## src/rtl/multicycle_control.sv

```systemverilog
// Multi-cycle RV32I sequencer: FETCH/DECODE/EXEC/MEM/WB with sticky TRAP on illegal opcodes.
// Drives ALU op, datapath mux selects and write enables; waits indefinitely on memory readies.
module multicycle_control (
  input  logic       clk,
  input  logic       reset,
  input  logic [6:0] opcode,
  input  logic       br_taken,
  input  logic       imem_ready,
  input  logic       dmem_ready,
  output logic [2:0] state,
  output logic       imem_req,
  output logic       ir_write,
  output logic       pc_write,
  output logic [1:0] pc_src,
  output logic [1:0] alu_op,
  output logic       alu_src_a,
  output logic       alu_src_b,
  output logic       dmem_req,
  output logic       dmem_we,
  output logic       reg_write,
  output logic [1:0] wb_sel,
  output logic       retire,
  output logic       illegal
);

  localparam logic [6:0] OP_R      = 7'b0110011;
  localparam logic [6:0] OP_I      = 7'b0010011;
  localparam logic [6:0] OP_LOAD   = 7'b0000011;
  localparam logic [6:0] OP_STORE  = 7'b0100011;
  localparam logic [6:0] OP_BRANCH = 7'b1100011;
  localparam logic [6:0] OP_JAL    = 7'b1101111;
  localparam logic [6:0] OP_JALR   = 7'b1100111;

  typedef enum logic [2:0] {
    S_FETCH  = 3'd0,
    S_DECODE = 3'd1,
    S_EXEC   = 3'd2,
    S_MEM    = 3'd3,
    S_WB     = 3'd4,
    S_TRAP   = 3'd7
  } state_t;

  state_t state_q, state_d;
  logic   legal;

  always_comb begin
    case (opcode)
      OP_R, OP_I, OP_LOAD, OP_STORE, OP_BRANCH, OP_JAL, OP_JALR: legal = 1'b1;
      default:                                                  legal = 1'b0;
    endcase
  end

  always_comb begin
    state_d   = state_q;
    imem_req  = 1'b0;
    ir_write  = 1'b0;
    pc_write  = 1'b0;
    pc_src    = 2'd0;
    alu_op    = 2'b00;
    alu_src_a = 1'b0;
    alu_src_b = 1'b0;
    dmem_req  = 1'b0;
    dmem_we   = 1'b0;
    reg_write = 1'b0;
    wb_sel    = 2'd0;
    retire    = 1'b0;
    illegal   = 1'b0;

    case (state_q)
      S_FETCH: begin
        imem_req = 1'b1;
        if (imem_ready) begin
          ir_write = 1'b1;
          pc_write = 1'b1;
          state_d  = S_DECODE;
        end
      end

      S_DECODE: state_d = legal ? S_EXEC : S_TRAP;

      S_EXEC: begin
        case (opcode)
          OP_R: begin
            alu_op  = 2'b10;
            state_d = S_WB;
          end
          OP_I: begin
            alu_op    = 2'b11;
            alu_src_b = 1'b1;
            state_d   = S_WB;
          end
          OP_LOAD, OP_STORE: begin
            alu_src_b = 1'b1;
            state_d   = S_MEM;
          end
          OP_BRANCH: begin
            alu_op   = 2'b01;
            pc_write = br_taken;
            pc_src   = 2'd1;
            retire   = 1'b1;
            state_d  = S_FETCH;
          end
          OP_JAL: begin
            pc_write = 1'b1;
            pc_src   = 2'd1;
            state_d  = S_WB;
          end
          OP_JALR: begin
            alu_src_b = 1'b1;
            pc_write  = 1'b1;
            pc_src    = 2'd2;
            state_d   = S_WB;
          end
          default: state_d = S_TRAP;
        endcase
      end

      S_MEM: begin
        // address computation held so the request stays stable through waits
        dmem_req  = 1'b1;
        alu_src_b = 1'b1;
        dmem_we   = (opcode == OP_STORE);
        if (dmem_ready) begin
          if (opcode == OP_LOAD) begin
            state_d = S_WB;
          end else begin
            retire  = 1'b1;
            state_d = S_FETCH;
          end
        end
      end

      S_WB: begin
        reg_write = 1'b1;
        retire    = 1'b1;
        state_d   = S_FETCH;
        case (opcode)
          OP_R:             alu_op = 2'b10;
          OP_I: begin
            alu_op    = 2'b11;
            alu_src_b = 1'b1;
          end
          OP_LOAD:          wb_sel = 2'd1;
          OP_JAL, OP_JALR:  wb_sel = 2'd2;
          default:          wb_sel = 2'd0;
        endcase
      end

      S_TRAP: illegal = 1'b1;

      default: state_d = S_FETCH;
    endcase

    // reset abandons whatever is in flight and silences every output
    if (reset) begin
      state_d   = S_FETCH;
      imem_req  = 1'b0;
      ir_write  = 1'b0;
      pc_write  = 1'b0;
      pc_src    = 2'd0;
      alu_op    = 2'b00;
      alu_src_a = 1'b0;
      alu_src_b = 1'b0;
      dmem_req  = 1'b0;
      dmem_we   = 1'b0;
      reg_write = 1'b0;
      wb_sel    = 2'd0;
      retire    = 1'b0;
      illegal   = 1'b0;
    end
  end

  always_ff @(posedge clk) begin
    if (reset) state_q <= S_FETCH;
    else       state_q <= state_d;
  end

  assign state = reset ? 3'd0 : state_q;

endmodule

```

## config.mk

```make
export PLATFORM = sky130hd
export DESIGN_NAME = multicycle_control
export DESIGN_NICKNAME = d
export VERILOG_FILES = /design/src/rtl/multicycle_control.sv
export SDC_FILE = /design/constraint.sdc
export NUM_CORES = 1
export LEC_CHECK = 0
export BUFFER_PORTS_ARGS = -buffer_cell sky130_fd_sc_hd__buf_4
export CORE_MARGIN = 4
export CORE_UTILIZATION = 33
export CTS_CLUSTER_SIZE = 10
export DETAILED_ROUTE_END_ITERATION = 10
export PLACE_DENSITY_LB_ADDON = 0.1
export SLEW_MARGIN = 20
export SYNTH_ARGS = -nofsm -noshare
export SYNTH_HDL_FRONTEND = slang
export SYNTH_SLANG_ARGS = --single-unit
```

## constraint.sdc

```tcl
create_clock -name clk -period 1.5 [get_ports clk]
set_input_delay 0.075 -clock clk [delete_from_list [all_inputs] [get_ports clk]]
set_output_delay 0.075 -clock clk [all_outputs]
set_load 0.005 [all_outputs]
```

; After elaboration in Yosys (flattened, before gate mapping)
; Index checks and enable logic that the tools add are counted.
[classes]
n_eq_ne = 14
muxes = 43
bitwise = 1
n_reduce_logical = 8
[op_table]
columns = cell, n
row1 = two-way mux 1 bit, 22
row2 = "== test 7 bit, second input constant", 3
row3 = case mux 2 bit (2 select lines), 4
row4 = two-way mux 3 bit, 5
row5 = case mux 3 bit (5 select lines), 1
row6 = "== test 7 x 6 -> 1 bit, second input constant", 2
row7 = two-way mux 2 bit, 5
row8 = case mux 3 bit (3 select lines), 1
row9 = OR reduction 4 bit, 2
row10 = "== test 7 x 2 -> 1 bit, second input constant", 1
row11 = "== test 7 x 5 -> 1 bit, second input constant", 1
row12 = OR reduction 7 bit, 1
row13 = "== test 3 x 2 -> 1 bit, second input constant", 2
row14 = "== test 3 bit, second input constant", 2
row15 = case mux 1 bit (3 select lines), 2
row16 = case mux 2 bit (3 select lines), 1
row17 = OR reduction 2 bit, 3
row18 = "!= test 2 bit, second input constant", 2
row19 = case mux 1 bit (2 select lines), 2
row20 = "== test 3 x 1 -> 1 bit, second input constant", 1
row21 = zero test 3 bit, 1
row22 = AND reduction 3 bit, 1
row23 = NOT 1 bit, 1
[totals]
ff_bits = 3
inputBits = 12
out_inout_bits = 19
word_cells = 67

; Depth between registers and ports, before layout
[depth]
depth_word = 5
depth_mapped = 5
depth_no_buf = 4

; Worst setup path after synthesis
; OpenSTA, ideal clock, no wires.
[synth_path]
path_kind = register -> output
startpoint = register state_q[2]
endpoint = output port pc_write
t_arrival_ns = 1.404
t_required_ns = 1.425
setup_slack_ns = 0.021
path_stages_with_launch = 5
path_buffers = 0
cell_sequence = dfxtp_1 or4_4 nor4_4 nand2_1 a2111oi_2
[synth_via]
elab_chain_cells = 3
word_cells_on_any_way = 4
cone_classes = eq/ne (1) / mux (2) / reduce/logical (1)
[synth_lines]
columns = element, line_no
row1 = "start, declared", 43  ; state_t state_q, state_d;
row2 = "start signal, assigned", 175  ; else state_q <= state_d;
row3 = == test 3 x 2 -> 1 bit or zero test 3 bit (tied branches), 69  ; case (state_q)
row4 = case mux 1 bit (2 select lines) *, 69
row5 = two-way mux 1 bit *, 155  ; if (reset) begin
row6 = "end, declared", 13  ; output logic pc_write,
; Mark *: on every way between the ends. The rest lies on a longest branch, timed or not.

; Final worst setup path
[layout_path]
startpoint = register state_q[0]
endpoint = output port pc_write
; Same word-level chain as after synthesis.

==> metrics <==
status=finished, violations left; failing checks=setup timing; Die Area=2322 µm²; drt first pass iters=4; cell area power density=1242 nW/µm²; initial core utilization=34.98%; Top Family by Delay on Critical Path=simple AND/OR/NAND/NOR gates; Mapped Cells=82; largest net degree at the start of global routing=15; Worst-Skew Late Latency=240 ps; Critical Path RT=1420 ps; Syn Area/Cell=6.500 µm²; Tmin final=1897 ps; Hold Fails Final Rpt=0; Longest Clk Path Bufs=2; Seq/Total Area, Yosys=11.27%; Pleak=0.4499 nW; Layout Skew=1.709 ps; GR peak layer=met2; Num CTS Buffers=3; commonest non-fill, non-tap cell in the layout=buf_4; GR Util met3=2.214%; H-Tree Depth=1; First DRT Iteration DRCs=28; footprint of the multi-input gates=483.0 µm²; worst hold slack=164.9 ps; Post-synth EDFFs=0; drt drc=0; fin cells=144; total of warnings raised by yosys=0; first-pass GRT wire length=3.263 mm; Max-Cap Viols=0; critical path type=flop to primary output; CP max stage cell=or4_4; Die H=48.19 µm; commonest cells after routing, fill and taps aside=buf_4 (46), nor2_1 (10), inv_1 (6); Max Clk Rate=527.1 MHz; CTS tree=yes; biggest regs=state_q: 3 flops; Syn Nets=94; Area Growth Syn to Fin=84.98%; Largest register FFs=3; top area cells in the synthesized netlist=dfxtp_1 (11%), nor2_1 (7.7%), inv_1 (4.9%); Yosys top cell by area=dfxtp_1; IO Port Bufs=29; Clk pin slew, worst setup/hold paths=40 ps; Synth Flop Type=dfxtp_1; cells along the critical path=or4_4, nor4_4, nand2_1, a2111oi_2, buf_4; total track usage=20.18%; Tcrit/Tclk final=126.5%; Placed Instances=134; ys async rst share=0%; final setup vio count=5; post-route setup slack=-397.3 ps; Antenna diodes=0; initial antenna violation count=0; vias post-DR=806; CTS Root Cell=clkbuf_4; Largest stage delay, worst path=540 ps; clk sinks=3; core area=1524 µm²; post-route ant nets=0; RSZ-0062 raised after global routing=true; vias in the first global route=758; CP Capture Type=primary output; synth unique cells=37; global-route met2 utilization=33.33%; Seq cells post-synth=3; Arrival @ worst endpoint=1820 ps; total global routing overflow=0; Reg area=62.56 µm²; row count=14; CTS Hold Bufs=0; final WL=2.211 mm; post-synth top area share=11.27%; Final nets=141; half-perimeter wire length after placement=1.551 mm; Via density=5.597; Wirelength per Cell=15.35 µm; # IOs=31; Filler cells=133; worst hold path class=input port to flop; share of cells above drive strength 1=51.56%; worst-path maximum fanout=2; Reg with most FFs=state_q; Final Wtd Congestion=0.8564; die outline width=48.19 µm; startpoint types=flop; overall power=1.225 mW; Max VDD drop=0.4942 mV; worst path buffer plus inverter count=1; Slew Limit Fails=0; Mapped Area=533.0 µm²; Setup WS pre-CTS=-155.7 ps; M1 GR Usage=26.04%
-- Yosys cell counts, types with 2 or more instances --
cell	count
a21oi_1	2
a31oi_1	3
and2_1	3
and3b_1	2
buf_2	2
dfxtp_1	3
inv_1	7
nand2_1	5
nand2b_1	4
nand3_1	4
nor2_1	11
nor3_1	4
nor4_1	3
o211ai_1	3
o21ai_0	2
or4_1	3
-- stage by stage --
| stage | area (µm²) | utilization [%] | setup TNS, ps |
|---|---|---|---|
| 2_1_floorplan | 533.0 | - | 0 |
| 3_3_place_gp | 838.3 | 55.01 | -137.7 |
| 3_5_place_dp | 838.3 | 55.01 | -173.9 |
| 4_1_cts | 924.6 | 60.67 | -1267 |
| 5_1_grt | 985.9 | 64.70 | -1737 |
| 6_report | 985.9 | 64.70 | -1094 |
-- logic make-up after synthesis --
family                    count (synthesis)  synth area share (%)
and+or+nand+nor                          45                 49.06
DFF                                       3                 11.27
xor gates and xnor gates                  2                 3.287
buffers and inverters                    13                 10.56
other                                     1                0.7035
AOI/OAI and AO/OA                        18                 25.12
-- final timing paths --
kind / depth (start not counted) / to / from / slack [ps]
setup / recovery: 5 / pc_write / state_q[0] / -400
setup reg to reg: 5 / state_q[2] / state_q[2] / 90
hold reg to reg: 3 / state_q[1] / state_q[0] / 700
hold / removal: 2 / state_q[1] / reset / 160
-- worst register-to-register path: stages (launching register included) --
cell,delay (ps)
dfxtp_2,320
buf_6,120
buf_4,130
buf_4,120
or4_1,500
o21ai_1,140
-- power breakdown --
part / switching [mW] / internal [mW] / total [mW]
clock: 0.0530 / 0.100 / 0.153
combinational: 0.464 / 0.461 / 0.925
sequential: 0.0231 / 0.123 / 0.147
total: 0.540 / 0.685 / 1.22
-- what timing repair did --
action,4_1_cts,5_1_grt
pin swaps,3,1
gates resized for setup,7,10
endpoints found under the setup margin,8,11
buffers inserted,4,2
-- per-layer routing --
metal  routed length (µm)  vias to the layer above
met2                 1115                       42
met3                  126                        2
met1                  950                      370
met4                   19                        0
li1                     -                      392
met5                    0                        -
-- cell type report --
type | count | area share, %
clock buffer | 4 | 2.665
inverter | 7 | 2.665
multi-input combinational | 66 | 48.98
sequential | 3 | 6.345
tap | 16 | 2.030
timing repair buffer | 48 | 37.31
No activity file was read; power rests on OpenSTA's default activity.
